--- config.mk ---
export PLATFORM = sky130hd
export DESIGN_NAME = bin2bcd_seq
export DESIGN_NICKNAME = d
export VERILOG_FILES = /design/src/rtl/bin2bcd_seq.sv
export SDC_FILE = /design/constraint.sdc
export NUM_CORES = 1
export LEC_CHECK = 0
export CAP_MARGIN = 15
export CORE_MARGIN = 8
export CORE_UTILIZATION = 50
export DETAILED_ROUTE_END_ITERATION = 7
export DONT_BUFFER_PORTS = 1
export PLACE_DENSITY = 0.71
export RECOVER_POWER = 50
export SYNTH_ARGS = -nofsm -noshare
export SYNTH_HDL_FRONTEND = slang
export SYNTH_SLANG_ARGS = --single-unit
--- constraint.sdc ---
create_clock -name ADC_CLK_10 -period 3.1 [get_ports ADC_CLK_10]
set_clock_uncertainty 0.15 [all_clocks]
set_input_delay 0.93 -clock ADC_CLK_10 [delete_from_list [all_inputs] [get_ports ADC_CLK_10]]
set_output_delay 0.93 -clock ADC_CLK_10 [all_outputs]
set_load 0.02 [all_outputs]
--- src/rtl/bin2bcd_seq.sv ---
// Sequential binary-to-BCD converter (shift-add-3), one input bit per clock.
// Start/busy/done handshake; the last result is held until the next conversion completes.
module bin2bcd_seq #(
  parameter int IN_W   = 15,
  parameter int DIGITS = 5,
  parameter int CNT_W  = 4
) (
  input  logic                  ADC_CLK_10,
  input  logic                  rst_n,
  input  logic                  start,
  input  logic [IN_W-1:0]       bin_in,
  output logic                  busy,
  output logic                  done,
  output logic [4*DIGITS-1:0]   bcd_out,
  output logic                  overflow,
  output logic [1:0]            dbg_state
);

  // Handshake: start is accepted only in IDLE; busy is high for the IN_W shift
  // cycles; done pulses for one cycle, in the same cycle bcd_out/overflow update.
  typedef enum logic [1:0] {
    IDLE  = 2'd0,
    SHIFT = 2'd1,
    FIN   = 2'd2
  } state_t;

  state_t                state_q, state_d;
  logic [IN_W-1:0]       bin_q, bin_d;
  logic [4*DIGITS-1:0]   bcd_q, bcd_d;
  logic                  acc_q, acc_d;
  logic [CNT_W-1:0]      cnt_q, cnt_d;
  logic [4*DIGITS-1:0]   bcd_out_q, bcd_out_d;
  logic                  overflow_q, overflow_d;
  logic                  done_q, done_d;

  logic [4*DIGITS-1:0]   adj;
  logic [4*DIGITS:0]     shifted;

  // Per-digit add-3 correction; digits never carry into each other.
  always_comb begin
    adj = bcd_q;
    for (int k = 0; k < DIGITS; k++) begin
      if (bcd_q[4*k +: 4] >= 4'd5) begin
        adj[4*k +: 4] = bcd_q[4*k +: 4] + 4'd3;
      end
    end
  end

  // Top bit is what falls out of the most significant digit.
  assign shifted = {adj, bin_q[IN_W-1]};

  always_comb begin
    state_d    = state_q;
    bin_d      = bin_q;
    bcd_d      = bcd_q;
    acc_d      = acc_q;
    cnt_d      = cnt_q;
    bcd_out_d  = bcd_out_q;
    overflow_d = overflow_q;
    done_d     = 1'b0;
    case (state_q)
      IDLE: begin
        if (start) begin
          bin_d   = bin_in;
          bcd_d   = '0;
          acc_d   = 1'b0;
          cnt_d   = CNT_W'(IN_W);
          state_d = SHIFT;
        end
      end
      SHIFT: begin
        bcd_d = shifted[4*DIGITS-1:0];
        acc_d = acc_q | shifted[4*DIGITS];
        bin_d = {bin_q[IN_W-2:0], 1'b0};
        cnt_d = cnt_q - 1'b1;
        if (cnt_q == CNT_W'(1)) begin
          state_d = FIN;
        end
      end
      FIN: begin
        bcd_out_d  = bcd_q;
        overflow_d = acc_q;
        done_d     = 1'b1;
        state_d    = IDLE;
      end
      default: state_d = IDLE;
    endcase
  end

  always_ff @(posedge ADC_CLK_10 or negedge rst_n) begin
    if (!rst_n) begin
      state_q    <= IDLE;
      bin_q      <= '0;
      bcd_q      <= '0;
      acc_q      <= 1'b0;
      cnt_q      <= '0;
      bcd_out_q  <= '0;
      overflow_q <= 1'b0;
      done_q     <= 1'b0;
    end else begin
      state_q    <= state_d;
      bin_q      <= bin_d;
      bcd_q      <= bcd_d;
      acc_q      <= acc_d;
      cnt_q      <= cnt_d;
      bcd_out_q  <= bcd_out_d;
      overflow_q <= overflow_d;
      done_q     <= done_d;
    end
  end

  assign busy      = (state_q == SHIFT);
  assign done      = done_q;
  assign bcd_out   = bcd_out_q;
  assign overflow  = overflow_q;
  assign dbg_state = state_q;

endmodule

# Yosys cells after proc, flatten, opt, wreduce, memory -nomap -nowiden

Cells that the tools add are included.

Register bits: 64
Input bits: 18
Output and inout port bits: 25
Logic and storage cells: 46

Add/sub/neg operators: 6
Order comparisons: 5
Equal/unequal tests: 5
Muxes and demuxes: 17
Bitwise logic cells: 1
Reduce and logical (&&, ||, !) cells: 4

Operators by type and width:

| operator                                                                 | count |
|---|---|
| 20-bit case mux with 2 select lines                                      | 1 |
| 15-bit case mux with 2 select lines                                      | 1 |
| 4-bit 2-to-1 mux                                                         | 6 |
| 4-bit by 2-bit adder with 4-bit output (second input constant)           | 5 |
| 4-bit by 3-bit >= comparator with 1-bit output (second input constant)   | 5 |
| 20-bit 2-to-1 mux                                                        | 1 |
| 15-bit 2-to-1 mux                                                        | 1 |
| 4-bit case mux with 2 select lines                                       | 1 |
| 4-bit by 1-bit equality test with 1-bit output (second input constant)   | 1 |
| 2-bit 2-to-1 mux                                                         | 2 |
| 2-bit case mux with 2 select lines                                       | 1 |
| 2-bit AND reduction                                                      | 2 |
| 4-bit by 1-bit subtractor with 4-bit output (second input constant)      | 1 |
| 2-bit by 1-bit equality test with 1-bit output (second input constant)   | 1 |
| 2-bit equality test (second input constant)                              | 1 |
| 2-bit zero test                                                          | 1 |
| 1-bit 2-to-1 mux                                                         | 2 |
| 2-bit by 1-bit inequality test with 1-bit output (second input constant) | 1 |
| 2-bit inequality test (second input constant)                            | 1 |
| 1-bit case mux with 2 select lines                                       | 1 |
| 2-bit nonzero test                                                       | 1 |
| 1-bit OR                                                                 | 1 |

# Logic depth before layout (Yosys ltp)

Gate-level depths: netlist (run 1).

Word-level depth: 4
Mapped depth: 6
Depth with buffers taken out: 6

# Worst setup path before layout (run 1)

Ideal clock, no wire load.

Path kind: reg2out
Start: reg state_q[1], in the netlist dbg_state[1]
End: out busy
Arrival: 1.047 ns
Data required time: 2.020 ns
Path slack: 0.973 ns
Stages on the path, launching flop included: 5
Buffers on the path: 1
Path through: dfrtp_1 > buf_6 > inv_4 > nand2_2 > clkinv_1

Longest elaborated chain between the ends: 1

RTL lines:

| element                                        | line | source |
|---|---|---|
| start, declared                                | 27   | `state_t state_q, state_d;` |
| start signal, assigned                         | 101  | `state_q <= state_d;` |
| 2-bit by 1-bit equality test with 1-bit output | 112  | `assign busy = (state_q == SHIFT);` |
| end, declared                                  | 12   | `output logic busy,` |

No other way between the ends.

# Worst setup path in the final report (run 1)

Start: reg state_q[0], in the netlist dbg_state[0]
End: reg bcd_q[7]

Longest elaborated chain between the ends: 3

RTL lines:

| element                                                                           | line | source |
|---|---|---|
| 2-bit by 1-bit equality test with 1-bit output or 2-bit zero test (tied branches) | 61   | `case (state_q)` |
| 2-bit nonzero test (no line) or 2-bit inequality test (tied branches)             | -    |  |
| 2-bit AND reduction (no line)                                                     | -    |  |
| end signal, assigned                                                              | 94   | `bcd_q <= '0;` |
| end signal, assigned                                                              | 103  | `bcd_q <= bcd_d;` |
| end, declared                                                                     | 29   | `logic [4*DIGITS-1:0] bcd_q, bcd_d;` |

Parallel ways exist; a longest one is shown, timed or not.
A chain may end at the register's enable or synchronous reset.

==> metrics.yaml, run 1 <==
outcome: "complete, no violations"
most_common_library_cell_in_the_layout_ignoring_fill_and_taps: "sky130_fd_sc_hd__dfrtp_1"
cp.arrival_ns: 2.64
fin_crit_sh: 0.8283
wl_per_cell_um: 17.03
place_hpwl_um: 3794
worst_setup_hold_path_clk_slew_ns: 0.07
post_drt_via_cell_ratio: 5.828
design.die.area_sq_um: 8472
fp.dieW_um: 92.05
worst_ir_drop_on_vdd_mv: 0.5733
synthesis.instances: 264
fmax_mhz: 389.5
synth_top_cells_by_area: "sky130_fd_sc_hd__dfrtp_1, sky130_fd_sc_hd__o21ai_0, sky130_fd_sc_hd__ha_1"
finalNetCount: 298
first_pass_grt_wire_length_um: 9742
ctsHtreeMaxLevel: 3
core_ar_sq_um: 5540
dr.first_iter.drc_count: 113
cp_slowest_stage_delay_ns: 0.94
timing.max_cap.violations: 0
power.leakage_uw: 0.001401
routed_wl_um: 5859
finish.cell_count_without_fillers: 344
postSynthAreaPerCell_sq_um: 10.95
number_of_buffers_inserted_for_hold_repair_after_clock_tree_synthesis: 0
drive_gt1_frac: 0.1029
diodes: 0
yosys_register_bits: 64
path_cells: "clkbuf_2 > nor2_1 > nor2_1 > o31ai_1 > a32o_1"
report.final.setup_viol: 0
placementRows: 27
netlist.top_cell.by_area: "sky130_fd_sc_hd__dfrtp_1"
cp_max_fo: 23
grt_antenna_before_repair: 0
hold_viol_final: 0
netlist_area_sq_um: 2892
number_of_slew_limit_violations_in_the_final_report: 0
total_negative_setup_slack_ns: 0
place_inst: 329
synth_top_area_share: 0.5539
num_io_pins: 43
ys_dominant_reg_cell: "sky130_fd_sc_hd__dfrtp_1"
grt_max_degree: 65
clock_tree.root_cell: "sky130_fd_sc_hd__clkbuf_8"
drc_violation_count_after_routing: 0
startpoint_type: "register"
detailedPlace.worstSlack_ns: 0.7992
number_of_routed_nets_with_antenna_violations: 0
timing.critical_path.slowest_stage_cell: "sky130_fd_sc_hd__nor2_1"
critPathKind: "register to register"
holdCritPathClass: "input port to asynchronous set/reset pin"
total_clock_buffers_created_by_cts: 9
tritoncts: "built"
grt_remaining_overflow: 0
post-route-min-period_ns: 2.568
first_global_vias: 1917
post_cts.resized_instances: 0
max-slew-margin-rel: 0.1759
power.density_cell_area_nw_per_um2: 1072
drt_pre_antenna_iters: 4
worst_margin_pin_slew_ns: 1.232
critical_path.most_common_cell: "sky130_fd_sc_hd__nor2_1"
io_buffer_count: 0
crit_required_ns: 3.17
final_cell_mix: "sky130_fd_sc_hd__dfrtp_1, sky130_fd_sc_hd__o21ai_0, sky130_fd_sc_hd__nand2_1, sky130_fd_sc_hd__a22oi_1, sky130_fd_sc_hd__inv_1"
synth-edff-count: 0
synth_cell_type_count: 32
routed-via-count: 2005
chipHeight_um: 92.05
grt_setup_unrepaired: "false"
grt_usage: 0.1460
synth_nets: 294
finalWeightedCongestion: 0.7322
ys_warn_count: 0
synth_seq_area_share: 0.5539
cts-root-to-sink-buffers: 2
post_cts_buffers: 0
initial_utilization: 0.5219
clock-sinks: 64
timing.critical_path.to_type: "register"
fraction_of_synthesis_flops_using_an_asynchronous_set_or_reset_pin: 1.000
syn_to_final_growth_pct: 7.313
clkLatencyLatePin_ns: 0.34
finalWorstSetupSlack_ns: 0.5323
[Yosys cell counts, types with 2 or more instances]
cell / n
sky130_fd_sc_hd__nor3_1: 6
sky130_fd_sc_hd__clkbuf_1: 3
sky130_fd_sc_hd__a21oi_1: 8
sky130_fd_sc_hd__xnor2_1: 5
sky130_fd_sc_hd__o22ai_1: 6
sky130_fd_sc_hd__o21ai_0: 33
sky130_fd_sc_hd__buf_2: 6
sky130_fd_sc_hd__buf_4: 3
sky130_fd_sc_hd__a22oi_1: 15
sky130_fd_sc_hd__nand2b_1: 6
sky130_fd_sc_hd__o32ai_1: 3
sky130_fd_sc_hd__a32o_1: 6
sky130_fd_sc_hd__mux2_2: 10
sky130_fd_sc_hd__inv_1: 14
sky130_fd_sc_hd__nand3_1: 2
sky130_fd_sc_hd__nand2_1: 26
sky130_fd_sc_hd__xor2_1: 4
sky130_fd_sc_hd__dfrtp_1: 64
sky130_fd_sc_hd__nor2_1: 10
sky130_fd_sc_hd__ha_1: 12
sky130_fd_sc_hd__a221o_1: 5
sky130_fd_sc_hd__o31ai_1: 7
[through the flow]
stage               power (uW)  hold slack [ns]  instance area (sq um)    util
floorplan                 2468           0.2997                   2892       -
global placement          2694           0.3087                   2952  0.5327
detailed placement        2736           0.3206                   2952  0.5327
CTS                       3366           0.1221                   3118  0.5628
global route              3588           0.1133                   3103  0.5601
finish                    3325           0.1322                   3103  0.5601
[critical path: cells and delay by family, from the launching register on]
kind,cells,cell delay [ns]
simple gates,2,1.05
flops,1,0.35
buf+inv,1,0.45
compound gates,2,0.44
[per-layer routing]
metal  vias to the layer above  global-route usage  share of wire
met5                         -                   0              0
met2                        47              0.1996           0.44
met4                         0             0.08054          0.021
met1                      1000              0.1923           0.47
li1                        948                   -              -
met3                        10             0.05705          0.068
[worst paths after layout]
check	start	endpoint	slack [ns]	cells after the start
setup / recovery	dbg_state[0]	bcd_q[7]	0.53	5
hold / removal	rst_n	bcd_q[18]	0.13	0
setup reg to reg	dbg_state[0]	bcd_q[7]	0.53	5
hold reg to reg	bin_q[14]	bin_q[14]	0.33	2
max in group asynchronous	rst_n	bin_q[5]	2.57	0
min in group ADC_CLK_10	bin_q[14]	bin_q[14]	0.33	2
[report_power, final]
group          total [uW]  internal, uW  switching [uW]  leakage [uW]
clock                 621           331             290     0.0000838
combinational        1210           524             683      0.000479
sequential           1500          1150             344      0.000837
[logic make-up after synthesis]
logic type               after synthesis  share of synthesized area
AO/OA/AOI/OAI                         85                     0.1921
XOR/XNOR                               9                    0.02726
flip-flops                            64                     0.5539
AND/OR/NAND/NOR                       54                    0.08438
buffers and inverters                 29                    0.04760
adder cells (fa/ha/maj)               12                    0.05192
multiplexers                          11                    0.04284
[flip-flops by register name (all words and copies together), names as in the netlist]
name,cells
acc_q,1
bcd_out,20
bcd_q,20
bin_q,15
cnt_q,4
dbg_state,2
done,1
overflow,1
[layout make-up]
type                            instances  area, sq um
Fill cell                             506         2437
Inverter                               16        61.31
Timing Repair Buffer                    6        38.79
Tap cell                               72        90.09
Clock buffer                           15        166.4
Sequential cell                        64         1602
Multi-Input combinational cell        171         1145
No activity file was read; power rests on OpenSTA's default activity.
==> run 2, diff against run 1 <==
==> constraint.sdc (replaced) <==
create_clock -name ADC_CLK_10 -period 2.5 [get_ports ADC_CLK_10]
set_clock_uncertainty 0.15 [all_clocks]
set_input_delay 0.75 -clock ADC_CLK_10 [delete_from_list [all_inputs] [get_ports ADC_CLK_10]]
set_output_delay 0.75 -clock ADC_CLK_10 [all_outputs]
set_load 0.02 [all_outputs]
==> run 2 against run 1 <==
The flow now finishes with violations (max-capacitance violations, max-slew violations). Wire length down 2.9%. Die area unchanged. Register-to-register slack worse by 0.17 ns. Worst hold slack better by 0.20 ns. Largest power group unchanged.
==> metrics.yaml, run 2 (synthesized netlist as in run 1, its figures left out) <==
routed-via-count: 1978
grt_max_degree: 65
timing.critical_path.slowest_stage_cell: "sky130_fd_sc_hd__dfrtp_1"
crit_required_ns: 1.60
grt_antenna_before_repair: 0
path_cells: "clkbuf_2"
r2r-start: "dbg_state[1]"
p_int_uw: 2471
placementRows: 27
tritoncts: "built"
critPathKind: "register to primary output"
clock_tree.root_cell: "sky130_fd_sc_hd__clkbuf_8"
max-slew-margin-rel: -0.01605
post_drt_via_cell_ratio: 5.733
wl_per_cell_um: 16.49
cts-root-to-sink-buffers: 2
post_cts_buffers: 0
fin_crit_sh: 0.8690
violations: "max-capacitance violations, max-slew violations"
critPathTopFamily: "flip-flops"
first_global_vias: 1941
finish.cell_count_without_fillers: 345
cp.arrival_ns: 1.27
hold_depth: 2
routed_wl_um: 5690
ctsHtreeMaxLevel: 3
p_switching_uw: 1655
worst_r2r_path_cells: 4
number_of_slew_limit_violations_in_the_final_report: 65
worst_ir_drop_on_vdd_mv: 0.5755
clkLatencyLatePin_ns: 0.34
drc_violation_count_after_routing: 0
worst_setup_hold_path_clk_slew_ns: 0.06
cp-startpoint: "dbg_state[1]"
grt_usage: 0.1443
hold_viol_final: 0
holdCritPathClass: "register to register"
place_inst: 330
power_share_of_the_combinational_group: 0.366
power.density_cell_area_nw_per_um2: 1328
startpoint_type: "register"
post-route-min-period_ns: 2.173
place_hpwl_um: 3739
cp.buffers_inverters: 1
initial_utilization: 0.5219
first_pass_grt_wire_length_um: 9735
design.die.area_sq_um: 8472
fmax_mhz: 460.3
diodes: 0
power.leakage_uw: 0.001411
core_ar_sq_um: 5540
timing.critical_path.to_type: "primary output"
syn_to_final_growth_pct: 7.443
finalNetCount: 300
clockPowerShare: 0.179
pwr-share-seq: 0.456
worst-path-stages: 1
chipHeight_um: 92.05
dr.first_iter.drc_count: 94
p_sw_frac: 0.4011
io_buffer_count: 0
final_cell_mix: "sky130_fd_sc_hd__dfrtp_1, sky130_fd_sc_hd__o21ai_0, sky130_fd_sc_hd__nand2_1, sky130_fd_sc_hd__a22oi_1, sky130_fd_sc_hd__inv_1"
finalWeightedCongestion: 0.7346
fillCellCount: 474
total_negative_setup_slack_ns: 0
clock-sinks: 64
multi_input_comb_area_sq_um: 1150
number_of_routed_nets_with_antenna_violations: 0
report.final.setup_viol: 0
outcome: "complete, but fails checks"
drive_gt1_frac: 0.1099
final-seq-area_sq_um: 1602
cp_max_fo: 11
num_io_pins: 43
grt_setup_unrepaired: "false"
timing.max_cap.violations: 1
total_clock_buffers_created_by_cts: 9
grt_remaining_overflow: 0
drt_pre_antenna_iters: 4
cp_slowest_stage_delay_ns: 0.56
worst_margin_pin_slew_ns: 1.524
fp.dieW_um: 92.05
source_of_the_worst_hold_timing_path: "bin_q[14]"
most_common_library_cell_in_the_layout_ignoring_fill_and_taps: "sky130_fd_sc_hd__dfrtp_1"
==> run 2: per-layer routing <==
layer	track usage	vias up	routed length [um]
met2	0.2002	53	2564
met5	0	-	0
li1	-	955	-
met3	0.05379	11	463
met4	0.08456	0	110
met1	0.1877	959	2551
==> run 2: path summary, 6_finish.rpt <==
check | slack [ns] | to
setup / recovery | 0.33 | dbg_state[1]
hold / removal | 0.33 | bin_q[14]
setup reg to reg | 0.36 | bcd_out[11]
hold reg to reg | 0.33 | bin_q[14]
max in group asynchronous | 0.65 | bin_q[8]
min in group asynchronous | 0.63 | bcd_out[11]
==> run 2: power by group through the flow <==
stage / Combinational, uW / Sequential (uW) / Clock [uW]
2_1_floorplan: 1260 / 1800 / 0
3_3_place_gp: 1460 / 1900 / 0
3_5_place_dp: 1500 / 1910 / 0
4_1_cts: 1530 / 1890 / 752
5_1_grt: 1710 / 1950 / 803
6_report: 1510 / 1880 / 737
==> run 2: final cells by class <==
| type | instances | share of cell area |
|---|---|---|
| sequential | 64 | 0.5155 |
| multi-input combinational | 171 | 0.3701 |
| clock buffer | 13 | 0.04793 |
| tap | 72 | 0.02900 |
| inverter | 16 | 0.02014 |
| timing repair buffer | 8 | 0.01571 |
| clock inverter | 1 | 0.001611 |
==> run 2: timing repair <==
action / in CTS / in global routing
hold buffers: 1 / 0
resized for setup: 0 / 0
endpoints found under the hold margin: 64 / 0
==> run 2: metrics by stage <==
| step | util | worst slack [ns] | instance area [sq um] | total power, uW | hold WS [ns] |
|---|---|---|---|---|---|
| 2_1_floorplan | - | 0.5534 | 2892 | 3060 | 0.2997 |
| 3_3_place_gp | 0.5341 | 0.4869 | 2959 | 3356 | 0.3068 |
| 3_5_place_dp | 0.5341 | 0.4160 | 2959 | 3402 | 0.3062 |
| 4_1_cts | 0.5668 | 0.3243 | 3141 | 4175 | 0.1398 |
| 5_1_grt | 0.5608 | 0.2016 | 3107 | 4461 | 0.3605 |
| 6_report | 0.5608 | 0.3274 | 3107 | 4127 | 0.3321 |
==> run 3, diff against run 2 <==
--- a/config.mk
+++ b/config.mk
@@ -11,7 +11,6 @@
 export DETAILED_ROUTE_END_ITERATION = 7
 export DONT_BUFFER_PORTS = 1
 export PLACE_DENSITY = 0.71
-export RECOVER_POWER = 50
 export SYNTH_ARGS = -nofsm -noshare
 export SYNTH_HDL_FRONTEND = slang
 export SYNTH_SLANG_ARGS = --single-unit
==> constraint.sdc (replaced) <==
create_clock -name ADC_CLK_10 -period 2.4 [get_ports ADC_CLK_10]
set_clock_uncertainty 0.15 [all_clocks]
set_input_delay 0.72 -clock ADC_CLK_10 [delete_from_list [all_inputs] [get_ports ADC_CLK_10]]
set_output_delay 0.72 -clock ADC_CLK_10 [all_outputs]
set_load 0.02 [all_outputs]
==> run 3 against run 2 <==
Largest cell class unchanged. Sequential share of layout area down 0.98 points. Total power up 7.1%. The flow now finishes without violations. Wire length down 0.56%.
==> metrics.yaml, run 3 (synthesized netlist as in run 1, its figures left out) <==
outcome: "complete, no violations"
fp.dieW_um: 92.05
ctsHtreeMaxLevel: 3
timing.critical_path.to_type: "primary output"
detailedPlace.worstSlack_ns: 0.3491
startpoint_type: "register"
clock_tree.root_cell: "sky130_fd_sc_hd__clkbuf_8"
cp_max_fo: 17
finalNetCount: 300
path_cells: "buf_4"
pwr-share-seq: 0.441
final-seq-area_sq_um: 1602
grt_setup_unrepaired: "false"
syn_to_final_growth_pct: 9.520
worst_ir_drop_on_vdd_mv: 0.6812
grt_remaining_overflow: 0
place_hpwl_um: 3702
cp.arrival_ns: 1.12
fin_crit_sh: 0.8306
p_int_uw: 2676
report.final.setup_viol: 0
diodes: 0
clock-sinks: 64
fmax_mhz: 501.6
post_cts.resized_instances: 0
timing.critical_path.slowest_stage_cell: "sky130_fd_sc_hd__dfrtp_1"
post-route-min-period_ns: 1.993
cts-root-to-sink-buffers: 2
multi_input_comb_area_sq_um: 1152
clockPowerShare: 0.195
power_share_of_the_combinational_group: 0.364
num_io_pins: 43
power.density_cell_area_nw_per_um2: 1396
routed-via-count: 1981
timing.max_cap.violations: 0
dr.first_iter.drc_count: 120
worst_margin_pin_slew_ns: 0.9396
routed_wl_um: 5658
core_ar_sq_um: 5540
critPathTopFamily: "flip-flops"
hold_viol_final: 0
first_pass_grt_wire_length_um: 9577
worst_setup_hold_path_clk_slew_ns: 0.07
max-slew-margin-rel: 0.3713
crit_required_ns: 1.53
holdCritPathClass: "input port to asynchronous set/reset pin"
total_clock_buffers_created_by_cts: 9
grt_usage: 0.1426
post_drt_via_cell_ratio: 5.709
cp.buffers_inverters: 1
critPathKind: "register to primary output"
p_switching_uw: 1745
chipHeight_um: 92.05
design.die.area_sq_um: 8472
most_common_library_cell_in_the_layout_ignoring_fill_and_taps: "sky130_fd_sc_hd__dfrtp_1"
number_of_routed_nets_with_antenna_violations: 0
power.leakage_uw: 0.001438
io_buffer_count: 0
tritoncts: "built"
drt_pre_antenna_iters: 4
grt_max_degree: 65
placementRows: 27
wl_per_cell_um: 16.31
grt_antenna_before_repair: 0
number_of_slew_limit_violations_in_the_final_report: 0
total_negative_setup_slack_ns: 0
drive_gt1_frac: 0.1236
cp_slowest_stage_delay_ns: 0.48
clkLatencyLatePin_ns: 0.33
first_global_vias: 1950
finalWeightedCongestion: 0.7539
finalWorstSetupSlack_ns: 0.4065
p_sw_frac: 0.3947
final_cell_mix: "sky130_fd_sc_hd__dfrtp_1, sky130_fd_sc_hd__o21ai_0, sky130_fd_sc_hd__nand2_1, sky130_fd_sc_hd__a22oi_1, sky130_fd_sc_hd__inv_1"
drc_violation_count_after_routing: 0
design_power_total_uw: 4421
initial_utilization: 0.5219
fillCellCount: 486
## run 3: cell types whose count changed in the layout (fill, tap and decap cells not counted), sizes merged
cell,previous run,this run
buf,4,8
clkinv,2,4
clkbuf,17,12
bufinv,0,1
## run 3: path summary, 6_finish.rpt
check / start / to / cells past startpoint / slack (ns)
worst max-delay path: dbg_state[0] / dbg_state[0] / 1 / 0.41
worst max register to register: dbg_state[0] / bin_q[7] / 3 / 0.59
worst min-delay path: rst_n / bcd_q[10] / 1 / 0.11
max in group asynchronous: rst_n / bin_q[4] / 1 / 1.74
min in group ADC_CLK_10: bin_q[11] / bin_q[11] / 2 / 0.33
worst min register to register: bin_q[11] / bin_q[11] / 2 / 0.33
## run 3: layout make-up
type                            count  area share
Sequential cell                    64      0.5057
Tap cell                           72     0.02845
Timing Repair Buffer                8     0.02529
Clock inverter                      4     0.01422
Clock buffer                       12     0.04267
Multi-Input combinational cell    171      0.3639
Inverter                           16     0.01976
## run 3: per-layer routing
layer	routed length [um]	up-vias	GRT usage
met3	482	4	0.07987
met5	0	-	0
li1	-	958	-
met1	2572	971	0.1730
met4	38	0	0.04698
met2	2565	48	0.2092
## run 3: through the flow
stage / util / std cells / area (sq um) / hold WS (ns)
3_3_place_gp: 0.5341 / 330 / 2959 / 0.2768
4_1_cts: 0.5716 / 347 / 3167 / 0.1036
2_1_floorplan: - / 264 / 2892 / 0.2744
5_1_grt: 0.5716 / 347 / 3167 / 0.1151
6_report: 0.5716 / 347 / 3167 / 0.1079
3_5_place_dp: 0.5341 / 330 / 2959 / 0.2762
## run 3: power by group through the flow
stage / logic (uW) / clock network [uW] / registers [uW]
global route: 1840 / 919 / 2010
global placement: 1540 / 0 / 1960
finish: 1610 / 862 / 1950
CTS: 1620 / 887 / 1950
floorplan: 1310 / 0 / 1880
detailed placement: 1580 / 0 / 1970
## run 3: repair_timing
action,4_1_cts,5_1_grt
endpoints found under the hold margin,64,0
buffers inserted,0,0
hold buffers,1,0
